<file path="src/rtl/mem_arbiter.sv">
// mem_arbiter
//
// Round-robin arbiter between the data-memory port and the instruction-fetch port onto a
// single external memory bus. One transaction is outstanding at a time. A grant drives the
// registered bus strobe until bus_ack_i. The winning requester then sees a one-cycle *_good_o
// pulse with its read data on *_rdata_o.
//
// Configuration macro: MEM_ARB_TIMEOUT_EN
//   defined   - a 16-bit watchdog aborts a transaction after TIMEOUT_CYCLES busy cycles
//               without ack. The owner gets *_good_o with 32'hBAD0_BAD0 and timeout_o pulses.
//   undefined - no watchdog, timeout_o is tied low, and BUSY waits for ack indefinitely.
//
// Ports
//   clk_i, rst_i        clock (rising edge), asynchronous active-high reset
//   data_read_i/_write_i, data_adr_i, data_wdata_i   data-side request (level)
//   data_good_o, data_rdata_o                        data-side completion pulse and read data
//   instr_read_i, instr_adr_i                        fetch request (level)
//   instr_good_o, instr_rdata_o                      fetch completion pulse and fetched word
//   bus_read_o, bus_write_o, bus_adr_o, bus_wdata_o  registered bus request
//   bus_ack_i, bus_rdata_i                           bus completion pulse and read data
//   timeout_o                                        one-cycle pulse on watchdog abort
module mem_arbiter #(
  parameter int unsigned TIMEOUT_CYCLES = 255
) (
  input  logic        clk_i,
  input  logic        rst_i,
  input  logic        data_read_i,
  input  logic        data_write_i,
  input  logic [31:0] data_adr_i,
  input  logic [31:0] data_wdata_i,
  output logic        data_good_o,
  output logic [31:0] data_rdata_o,
  input  logic        instr_read_i,
  input  logic [31:0] instr_adr_i,
  output logic        instr_good_o,
  output logic [31:0] instr_rdata_o,
  output logic        bus_read_o,
  output logic        bus_write_o,
  output logic [31:0] bus_adr_o,
  output logic [31:0] bus_wdata_o,
  input  logic        bus_ack_i,
  input  logic [31:0] bus_rdata_i,
  output logic        timeout_o
);

  localparam logic [1:0]  StIdle    = 2'd0;
  localparam logic [1:0]  StBusy    = 2'd1;
  localparam logic [1:0]  StResp    = 2'd2;
  localparam logic        OwnData   = 1'b0;
  localparam logic        OwnInstr  = 1'b1;
  localparam logic [31:0] AbortData = 32'hBAD0_BAD0;

  logic [1:0]  state_q, state_d;
  logic        owner_q, owner_d;
  logic        last_grant_q, last_grant_d;
  logic        bus_read_q, bus_read_d;
  logic        bus_write_q, bus_write_d;
  logic [31:0] bus_adr_q, bus_adr_d;
  logic [31:0] bus_wdata_q, bus_wdata_d;
  logic        data_good_q, data_good_d;
  logic        instr_good_q, instr_good_d;
  logic [31:0] data_rdata_q, data_rdata_d;
  logic [31:0] instr_rdata_q, instr_rdata_d;
  logic [31:0] resp_data;

  logic dreq;
  logic ireq;
  logic grant_instr;
  logic expire;

  assign dreq = data_read_i | data_write_i;
  assign ireq = instr_read_i;

  // With both sides pending, the side that did not win last time goes next.
  assign grant_instr = ireq & (~dreq | (last_grant_q == OwnData));

`ifdef MEM_ARB_TIMEOUT_EN
  localparam logic [15:0] TimeoutLast = 16'(TIMEOUT_CYCLES - 1);

  logic [15:0] cnt_q, cnt_d;
  logic        timeout_q;

  // An ack in the expiry cycle takes precedence, so expiry requires no ack.
  assign expire = (state_q == StBusy) && !bus_ack_i && (cnt_q == TimeoutLast);

  always_comb begin
    cnt_d = cnt_q;
    if (state_q != StBusy) begin
      cnt_d = '0;
    end else if (!bus_ack_i) begin
      cnt_d = cnt_q + 16'd1;
    end
  end

  always_ff @(posedge clk_i or posedge rst_i) begin
    if (rst_i) begin
      cnt_q     <= '0;
      timeout_q <= 1'b0;
    end else begin
      cnt_q     <= cnt_d;
      timeout_q <= expire;
    end
  end

  assign timeout_o = timeout_q;
`else
  logic unused_timeout_cfg;
  assign unused_timeout_cfg = (TIMEOUT_CYCLES != 0);
  assign expire             = 1'b0;
  assign timeout_o          = 1'b0;
`endif

  always_comb begin
    state_d       = state_q;
    owner_d       = owner_q;
    last_grant_d  = last_grant_q;
    bus_read_d    = bus_read_q;
    bus_write_d   = bus_write_q;
    bus_adr_d     = bus_adr_q;
    bus_wdata_d   = bus_wdata_q;
    data_good_d   = 1'b0;
    instr_good_d  = 1'b0;
    data_rdata_d  = '0;
    instr_rdata_d = '0;
    resp_data     = '0;

    unique case (state_q)
      StIdle: begin
        if (dreq || ireq) begin
          state_d = StBusy;
          if (grant_instr) begin
            owner_d     = OwnInstr;
            bus_read_d  = 1'b1;
            bus_write_d = 1'b0;
            bus_adr_d   = instr_adr_i;
            bus_wdata_d = '0;
          end else begin
            // Read wins when the data side raises both strobes.
            owner_d     = OwnData;
            bus_read_d  = data_read_i;
            bus_write_d = ~data_read_i;
            bus_adr_d   = data_adr_i;
            bus_wdata_d = data_wdata_i;
          end
        end
      end

      StBusy: begin
        if (bus_ack_i || expire) begin
          state_d     = StResp;
          bus_read_d  = 1'b0;
          bus_write_d = 1'b0;
          if (bus_ack_i) begin
            resp_data = bus_read_q ? bus_rdata_i : '0;
          end else begin
            resp_data = AbortData;
          end
          if (owner_q == OwnInstr) begin
            instr_good_d  = 1'b1;
            instr_rdata_d = resp_data;
          end else begin
            data_good_d  = 1'b1;
            data_rdata_d = resp_data;
          end
        end
      end

      StResp: begin
        state_d      = StIdle;
        last_grant_d = owner_q;
      end

      default: begin
        state_d = StIdle;
      end
    endcase
  end

  always_ff @(posedge clk_i or posedge rst_i) begin
    if (rst_i) begin
      state_q       <= StIdle;
      owner_q       <= OwnData;
      last_grant_q  <= OwnInstr;
      bus_read_q    <= 1'b0;
      bus_write_q   <= 1'b0;
      bus_adr_q     <= '0;
      bus_wdata_q   <= '0;
      data_good_q   <= 1'b0;
      instr_good_q  <= 1'b0;
      data_rdata_q  <= '0;
      instr_rdata_q <= '0;
    end else begin
      state_q       <= state_d;
      owner_q       <= owner_d;
      last_grant_q  <= last_grant_d;
      bus_read_q    <= bus_read_d;
      bus_write_q   <= bus_write_d;
      bus_adr_q     <= bus_adr_d;
      bus_wdata_q   <= bus_wdata_d;
      data_good_q   <= data_good_d;
      instr_good_q  <= instr_good_d;
      data_rdata_q  <= data_rdata_d;
      instr_rdata_q <= instr_rdata_d;
    end
  end

  assign bus_read_o    = bus_read_q;
  assign bus_write_o   = bus_write_q;
  assign bus_adr_o     = bus_adr_q;
  assign bus_wdata_o   = bus_wdata_q;
  assign data_good_o   = data_good_q;
  assign data_rdata_o  = data_rdata_q;
  assign instr_good_o  = instr_good_q;
  assign instr_rdata_o = instr_rdata_q;

endmodule

</file>
<file path="config.mk">
export PLATFORM = sky130hd
export DESIGN_NAME = mem_arbiter
export DESIGN_NICKNAME = d
export VERILOG_FILES = /design/src/rtl/mem_arbiter.sv
export SDC_FILE = /design/constraint.sdc
export NUM_CORES = 1
export LEC_CHECK = 0
export ABC_CLOCK_PERIOD_IN_PS = 5000
export BUFFER_PORTS_ARGS = -buffer_cell sky130_fd_sc_hd__buf_2
export CORE_MARGIN = 5
export CORE_UTILIZATION = 45
export CTS_CLUSTER_SIZE = 14
export DETAILED_ROUTE_END_ITERATION = 10
export GPL_ROUTABILITY_DRIVEN = 0
export PLACE_DENSITY = 0.85
export SLEW_MARGIN = 20
export SYNTH_ARGS = -nofsm -noshare
export SYNTH_HDL_FRONTEND = slang
export SYNTH_SLANG_ARGS = --single-unit
</file>
<file path="constraint.sdc">
create_clock -name clk_i -period 5 [get_ports clk_i]
set_input_delay 1 -clock clk_i [delete_from_list [all_inputs] [get_ports clk_i]]
set_output_delay 1 -clock clk_i [all_outputs]
set_load 0.005 [all_outputs]
</file>
==> results.ini, run 1 <==
[clock_network]
htreeDepth=4
ctsHoldBuffers=0
clk_latency_ns=0.40
cts_made_buffers=17
path_clk_slew_ns=0.05
cts_max_path_buffers=2
cts_resized=0
cts.sinks=136
cts_root_buf=clkbuf_16
cts_setup_buffers=0
cts_tree=built

[synthesis]
synth_cells=462
postSynth.asyncResetShare=1.000
synth_compound_area_frac=0.1753
synth-simple-area-share=0.1150
netlist_top_cells_count=dfrtp_1 (135), nor2_1 (66)
synth_cell_types=29
ys_warn_count=0
synth-seq-area-share=0.6560
synth_edf_count=0
yosysTopAreaCellShare=0.6509
synth.area.top_cells=dfrtp_1 (65%), a22o_1 (5.6%), nor2_1 (4.8%)
synth-xor-area-share=0
syn_area_per_cell_um2=11.23
synth_fp_nets=596
synth_fa_ha_area_frac=0
synthFlopType=dfrtp_1
synthesis.area_um2=5190
yosys-mux-area-fraction=0
synth_top_area_cell=dfrtp_1
synth_top_family_by_area=compound AO/OA/AOI/OAI gates
ys_ff_latch=136
yosysMostFrequentCell=dfrtp_1

[global_route]
grt_use_total=0.2178
grt_pass1_wl_mm=24.87
grt_pass1_vias=4891
grt_max_degree=95
grt-ovfl-total=0
antenna_found_initial=0

[route]
vias=4596
wirelength_mm=15.20
avgViaCountPerCell=5.301
drt_iter0_markers=488
firstDrtPassIters=4
ant_nets=0
routedWlPerCell_um=17.53
drc_errors=0

[sta]
worst_pin_slew_ns=1.119
skew_ns=0.01220
period_minus_slack_ns=2.547
setup_violations=0
period_share=0.5093
hold_viol=0
slew-limit-headroom=0.2521
setup_slack_ns=2.453
fin_setup_tns_ns=0
final_max_slew_viol_count=0
fmax_mhz=392.7
rsz0062_at_grt=no

[layout]
synthToLayoutAreaGrowth_pct=36.96
fin_util=0.6252
nFillCells=913
fin_nets=845
drive_gt1_frac=0.4309
diodes=0

[floorplan]
die_area_um2=13780
rows=39
core_area_um2=11370
start_util=0.4565
io_pins=267
die_x_um=117.4
die_y_um=117.4

[worst_setup_path]
cp_max_fo=37
crit_type=in2reg
cp_data_required_time_ns=5.28
cp_data_arrival_time_ns=2.82
end_kind=register
start_kind=input pin

[pwr]
irDropWorstVdd_uv=324.4
p_leak_nw=3.773
pwr_density_cell_nw_per_um2=570.8

[hold_path]
hold_path.class=reg2reg

[run]
max-cap-violations=0

[placement]
hpwl_mm=10.98
numPortBuffers=265
pre_cts_ws_ns=1.920

[outcome]
status=complete, no violations

-- state kept, by name, summed over array words and instances, names as in the netlist --
| signal | flops |
|---|---|
| data_good_o | 1 |
| state_q | 2 |
| instr_rdata_o | 32 |
| data_rdata_o | 32 |
| last_grant_q | 1 |
| bus_read_o | 1 |
| bus_adr_o | 32 |
| instr_good_o | 1 |
| bus_wdata_o | 32 |
| owner_q | 1 |
| bus_write_o | 1 |
-- path summary, 6_finish.rpt --
| kind | start | end | slack [ns] | depth (start not counted) |
|---|---|---|---|---|
| setup / recovery | instr_read_i | bus_wdata_o[10] | 2.45 | 5 |
| hold / removal | bus_wdata_o[13] | bus_wdata_o[13] | 0.50 | 1 |
| setup reg to reg | last_grant_q | bus_write_o | 3.08 | 3 |
| hold reg to reg | bus_wdata_o[13] | bus_wdata_o[13] | 0.50 | 1 |
| max in group asynchronous | rst_i | data_rdata_o[10] | 3.18 | 3 |
| min in group asynchronous | rst_i | data_rdata_o[25] | 0.76 | 2 |
-- final cells by class --
class,instances,area [µm²],area share
multi-input combinational,279,1518,0.2135
tap,143,178.9,0.02517
sequential,136,3406,0.4791
timing repair buffer,271,1375,0.1935
clock inverter,13,170.2,0.02394
clock buffer,19,432.9,0.06090
inverter,6,27.53,0.003873
-- power breakdown --
group	leakage (nW)	internal [mW]	switching, mW
combinational	1.72	0.514	0.663
sequential	1.76	1.41	0.219
clock	0.296	0.790	0.463
total	3.77	2.71	1.35
-- stage by stage --
step	area (µm²)	total power [mW]	cells	hold WS [ns]
floorplan	5190	2.315	462	0.4979
global placement	6487	2.757	834	0.4854
detailed placement	6487	2.822	834	0.4888
CTS	7091	4.087	866	0.5024
global route	7108	4.305	867	0.5148
finish	7108	4.058	867	0.4985
-- cell families after synthesis --
| group | count (synthesis) |
|---|---|
| AO/OA/AOI/OAI | 140 |
| buffers and inverters | 47 |
| flip-flops | 136 |
| other | 1 |
| AND/OR/NAND/NOR | 138 |
-- worst max-delay path: stages --
cell and delay (ns):
buf_2 0.51, or3_1 0.43, buf_4 0.35, nand2_8 0.19
a22o_1 0.30
-- metal layers --
metal | GRT usage | part of all wire
met5 | 0 | 0
met4 | 0.06091 | 0.012
met3 | 0.07170 | 0.084
met2 | 0.3642 | 0.51
met1 | 0.2707 | 0.40
-- cells in the final DEF (no fill, tap or decap) --
cell / netlist / final
buf_2: 10 / 265
dfrtp_1: 135 / 134
nor2_1: 66 / 65
o21ai_0: 33 / 33
a21oi_1: 33 / 33
nand2_1: 33 / 33
a22o_1: 33 / 33
nand3_1: 32 / 32
a31oi_1: 32 / 32
clkbuf_16: 0 / 17
clkinv_4: 0 / 6
inv_1: 6 / 5
buf_4: 1 / 5
inv_6: 0 / 3
bufinv_16: 0 / 3
o31ai_1: 2 / 2
o211ai_1: 2 / 2
clkbuf_1: 19 / 2
clkinv_2: 0 / 2
o21a_1: 1 / 1
or2_4: 1 / 1
nor3_2: 1 / 1
nor2_4: 0 / 1
o21ai_4: 1 / 1
nor2_2: 1 / 1
or3_1: 1 / 1
nand2_8: 1 / 1
nand3b_1: 1 / 1
nand2b_1: 1 / 1
a211oi_4: 1 / 1
a21boi_0: 1 / 1
a31o_2: 1 / 1
conb_1: 1 / 1
dfrtp_2: 0 / 1
dfstp_2: 1 / 1
buf_6: 11 / 1
Power figures use the tool's default switching activity.
==> run 2, diff against run 1 <==
Settings changed: ABC_CLOCK_PERIOD_IN_PS 5000 to 2700.
Clock period 5 ns to 2.7 ns, I/O delays scaled along.
==> results.ini, run 2 (synthesized netlist as in run 1, its figures left out) <==
[outcome]
status=complete, no violations

[worst_setup_path]
end_kind=register
cp_data_arrival_time_ns=2.17  ; -0.65 ns
start_kind=register
cpPeakStageDelay_ns=0.68  ; +0.17 ns
crit_buf_inv=0  ; -2
crit_type=reg2reg
cp_top_family=simple AND/OR/NAND/NOR gates
cp_data_required_time_ns=2.98  ; -2.30 ns
slowest_stage=nor2_2
crit_chain=nor2_2 -> nand2_8 -> a22o_1
cp_max_fo=36  ; -2.7%

[clock_network]
cts.sinks=136  ; unchanged
htreeDepth=4  ; unchanged
path_clk_slew_ns=0.06  ; about the same
cts_made_buffers=17  ; unchanged
cts_resized=0  ; unchanged
cts_tree=built
cts_setup_buffers=0  ; unchanged
clk_latency_ns=0.40  ; about the same
cts_max_path_buffers=2  ; unchanged
ctsHoldBuffers=0  ; unchanged
cts_root_buf=clkbuf_16

[route]
firstDrtPassIters=5  ; +1
wl_met1_mm=5.577  ; -7.5%
wirelength_mm=15.02  ; -1.1%
highest_layer=met4
vias=4637  ; +0.89%
route.met2.wl_mm=7.884  ; +2.3%
drt_iter0_markers=534  ; +9.4%
routedWlPerCell_um=17.21  ; -1.8%
dr_wl_met3_mm=1.337  ; +4.2%
ant_nets=0  ; unchanged
avgViaCountPerCell=5.312  ; +0.20%
drc_errors=0  ; unchanged

[pwr]
pwr-share-seq=0.389  ; -0.012
irDropWorstVdd_uv=548.2  ; +69%
p_sw_mw=2.463  ; +83%
p_int_mw=5.104  ; +88%
p_sw_frac=0.3255  ; -0.006167
power_frac_clock=0.310  ; about the same
p_leak_nw=3.812  ; +1.0%
p_comb_frac=0.302  ; +0.012
pwr_density_cell_nw_per_um2=1052  ; +84%

[placement]
hpwl_mm=11.17  ; +1.8%
dp.cells=842  ; +0.96%
numPortBuffers=265  ; unchanged

[sta]
fin_setup_tns_ns=0  ; unchanged
setup_violations=0  ; unchanged
period_minus_slack_ns=1.892
fmax_mhz=528.6
slew-limit-headroom=0.4290  ; +0.1769
rsz0062_at_grt=no
worst_pin_slew_ns=0.8555  ; -0.2636 ns
hold_viol=0  ; unchanged
skew_ns=0.007798  ; -0.004404 ns
final_max_slew_viol_count=0  ; unchanged
period_share=0.7007

[global_route]
grt_pass1_wl_mm=24.86  ; about the same
grt_pass1_vias=4950  ; +1.2%
grt_use_total=0.2200  ; +0.002112
grt_max_degree=43  ; -55%
grt-ovfl-total=0  ; unchanged
antenna_found_initial=0  ; unchanged

[run]
max-cap-violations=0  ; unchanged

[layout]
seq_area_um2=3405  ; about the same
multi_input_area_um2=1518  ; unchanged
synthToLayoutAreaGrowth_pct=38.65
diodes=0  ; unchanged
fin_nets=852  ; +0.83%
layoutNonFillerInstCount=873  ; +0.69%
drive_gt1_frac=0.4370  ; +0.006047
mostFrequentLayoutCells=buf_2 (265), dfrtp_1 (135), nor2_1 (65)
layout_commonest_cell=buf_2
nFillCells=894  ; -2.1%

[floorplan]
rows=39  ; unchanged
die_y_um=117.4  ; unchanged
start_util=0.4565  ; unchanged
io_pins=267  ; unchanged
core_area_um2=11370  ; unchanged
die_area_um2=13780  ; unchanged
die_x_um=117.4  ; unchanged

[hold_path]
hold_path.class=in2async

-- run 2: cell count changes in the layout (fill, tap and decap cells not counted), sizes merged --
cell      before  now
buf          271  278
clkinv         8    4
clkinvlp       0    4
inv            8    6
clkbuf        19   20
-- run 2: worst paths after layout --
path                                   from                end  slack [ns]  cells past startpoint
min                                   rst_i  instr_rdata_o[15]        0.19                      2
max                              state_q[1]    bus_wdata_o[16]        0.81                      3
min reg2reg                 bus_wdata_o[19]    bus_wdata_o[19]        0.50                      1
max in group asynchronous             rst_i    bus_wdata_o[16]        1.85                      3
min in group clk_i         data_wdata_i[30]    bus_wdata_o[30]        0.35                      2
max reg2reg                      state_q[1]    bus_wdata_o[16]        0.81                      3
-- run 2: power by group through the flow --
stage	sequential, mW	combinational [mW]	clock (mW)
after floorplan	2.96	1.33	0
after global routing	3.01	2.54	2.48
after global placement	2.93	2.19	0
after detailed placement	2.96	2.30	0
final	2.94	2.28	2.34
after CTS	2.94	2.30	2.39
-- run 2: layer usage --
layer | up-vias | track usage
li1 | 2116 | -
met1 | 2245 | 0.2538
met2 | 252 | 0.3815
met3 | 24 | 0.07315
met4 | 0 | 0.07614
met5 | - | 0
-- run 2: stage by stage --
step / hold WS, ns / cell area, µm² / util / setup WS [ns] / power (mW)
6_report: 0.1886 / 7196 / 0.6329 / 0.8081 / 7.567
5_1_grt: 0.2162 / 7196 / 0.6329 / 0.7333 / 8.021
4_1_cts: 0.1904 / 7191 / 0.6324 / 0.6152 / 7.635
3_5_place_dp: 0.4897 / 6579 / 0.5786 / 0.4776 / 5.264
3_3_place_gp: 0.4854 / 6564 / 0.5773 / 0.6151 / 5.122
2_1_floorplan: 0.4979 / 5194 / - / 0.4677 / 4.288
-- run 2: cell type report --
cell class | instances | share of cell area
clock buffer | 20 | 0.06486
tap | 143 | 0.02487
timing repair buffer | 278 | 0.2024
inverter | 6 | 0.003652
clock inverter | 11 | 0.02017
multi-input combinational | 279 | 0.2109
sequential | 136 | 0.4731
==> run 3, diff against run 2 <==
Settings changed: ABC_CLOCK_PERIOD_IN_PS 2700 to 1600, CORE_UTILIZATION 45 to 41, PLACE_DENSITY 0.85 to 0.82.
Clock period 2.7 ns to 1.6 ns, I/O delays scaled along.
==> results.ini, run 3 (synthesized netlist as in run 1, its figures left out) <==
[worst_setup_path]
reg2reg_slack_ns=0.15  ; -0.65 ns
reg2reg_from=state_q[1]
r2r_cells=4  ; +1
end_kind=register
cp_max_fo=32  ; -11%
cp_data_required_time_ns=1.95  ; -1.03 ns
crit_type=reg2reg
cp-startpoint=state_q[1]
start_kind=register
cp_data_arrival_time_ns=1.79  ; -0.38 ns
r2r-end=bus_wdata_o[4]

[floorplan]
io_pins=267  ; unchanged
die_area_um2=15010  ; +8.9%
start_util=0.4146  ; -0.04184
core_area_um2=12520  ; +10%
die_x_um=122.5  ; +4.4%
rows=41  ; +5.1%
die_y_um=122.5  ; +4.4%

[hold_path]
holdPathEnd=state_q[0]
min_from=bus_ack_i
hold_path.class=in2reg
worstHoldPathCells=2

[route]
avgViaCountPerCell=5.014  ; -5.6%
firstDrtPassIters=4  ; -1
ant_nets=0  ; unchanged
routedWlPerCell_um=16.26  ; -5.5%
drt_iter0_markers=396  ; -26%
wirelength_mm=14.89  ; -0.87%
vias=4593  ; -0.95%
drc_errors=0  ; unchanged

[global_route]
grt_use_total=0.1980  ; -0.02195
antenna_found_initial=0  ; unchanged
grt_pass1_vias=4568  ; -7.7%
grt_max_degree=68  ; +58%
grt-ovfl-total=0  ; unchanged
grt_pass1_wl_mm=22.92  ; -7.8%

[sta]
fin_setup_tns_ns=0  ; unchanged
final_max_slew_viol_count=0  ; unchanged
setup_slack_ns=0.1532  ; -0.6549 ns
setup_violations=0  ; unchanged
rsz0062_at_grt=no
fmax_mhz=691.2  ; +31%
skew_ns=0.009172  ; +0.001374 ns
period_minus_slack_ns=1.447  ; -0.4451 ns
period_share=0.9043  ; +0.2035
hold_viol=0  ; unchanged

[layout]
drive_gt1_frac=0.4449  ; +0.007906
nFillCells=1071  ; +20%
layout_commonest_cell=buf_2
diodes=0  ; unchanged
fin_util=0.5879  ; -0.04502
mostFrequentLayoutCells=buf_2 (265), dfrtp_1 (135), nor2_1 (65)
fin_nets=865  ; +1.5%
synthToLayoutAreaGrowth_pct=41.78

[outcome]
status=complete, no violations

[pwr]
p_sw_mw=4.236  ; +72%
power.total_mw=12.91  ; +71%
pwr-share-seq=0.383  ; -0.006
irDropWorstVdd_uv=943.8  ; +72%
power_frac_clock=0.304  ; -0.006
p_comb_frac=0.313  ; +0.011
pwr_density_cell_nw_per_um2=1754  ; +67%
p_int_mw=8.672  ; +70%
p_leak_nw=3.889  ; +2.0%
p_sw_frac=0.3282  ; +0.002667

[clock_network]
path_clk_slew_ns=0.06  ; about the same
cts_resized=0  ; unchanged
cts_root_buf=clkbuf_16
cts_max_path_buffers=2  ; unchanged
clk_latency_ns=0.42  ; +0.02 ns
ctsHoldBuffers=1  ; +1
cts_tree=built
cts_made_buffers=17  ; unchanged
htreeDepth=4  ; unchanged
cts_setup_buffers=0  ; unchanged
cts.sinks=136  ; unchanged

[run]
max-cap-violations=0  ; unchanged

[placement]
numPortBuffers=265  ; unchanged
pre_cts_ws_ns=0.03593  ; -0.4417 ns
hpwl_mm=10.78  ; -3.6%

## run 3: cell types whose count changed in the layout (fill, tap and decap cells not counted), sizes merged
cell	previous run	this run
buf	278	290
clkbuf	20	18
clkinv	4	6
inv	6	8
clkinvlp	4	3
dlygate4sd3	0	1
## run 3: power by group through the flow
stage / logic (mW) / clock network [mW] / registers [mW]
after global routing: 4.48 / 4.21 / 5.05
after detailed placement: 4.09 / 0 / 4.96
after global placement: 3.97 / 0 / 4.97
after CTS: 4.09 / 4.01 / 4.94
final: 4.04 / 3.92 / 4.95
after floorplan: 2.25 / 0 / 4.99
## run 3: layer usage
metal / vias up / share of wire / GRT usage
li1: 2147 / - / -
met1: 2183 / 0.39 / 0.2377
met2: 239 / 0.50 / 0.3346
met5: - / 0 / 0
met4: 0 / 0.020 / 0.08118
met3: 24 / 0.091 / 0.05714
## run 3: how the worst max path moves through the flow
stage                      to  depth (start not counted)
6_report       bus_wdata_o[4]                          4
5_1_grt          bus_adr_o[8]                          4
4_1_cts            bus_read_o                          1
3_5_place_dp    bus_adr_o[23]                          5
3_3_place_gp    bus_adr_o[18]                          5
2_1_floorplan    bus_adr_o[0]                          1
## run 3: cell type report
class | count | area, µm² | share of cell area
Clock buffer | 18 | 429.2 | 0.05832
Clock inverter | 14 | 171.4 | 0.02330
Inverter | 6 | 26.28 | 0.003571
Multi-Input combinational cell | 279 | 1513 | 0.2056
Sequential cell | 136 | 3405 | 0.4627
Tap cell | 172 | 215.2 | 0.02925
Timing Repair Buffer | 291 | 1599 | 0.2173
## run 3: critical path: stages, from the launching register on
cell,delay [ns]
dfrtp_1,0.44
or2_4,0.29
a211oi_4,0.25
buf_12,0.22
a22o_1,0.16
## run 3: metrics by stage
stage / instances / area, µm² / hold slack [ns]
after detailed placement: 883 / 6748 / 0.4496
after CTS: 916 / 7358 / 0.09521
after global routing: 916 / 7358 / 0.1007
final: 916 / 7358 / 0.1089
after global placement: 883 / 6748 / 0.4368
after floorplan: 462 / 5194 / 0.4063
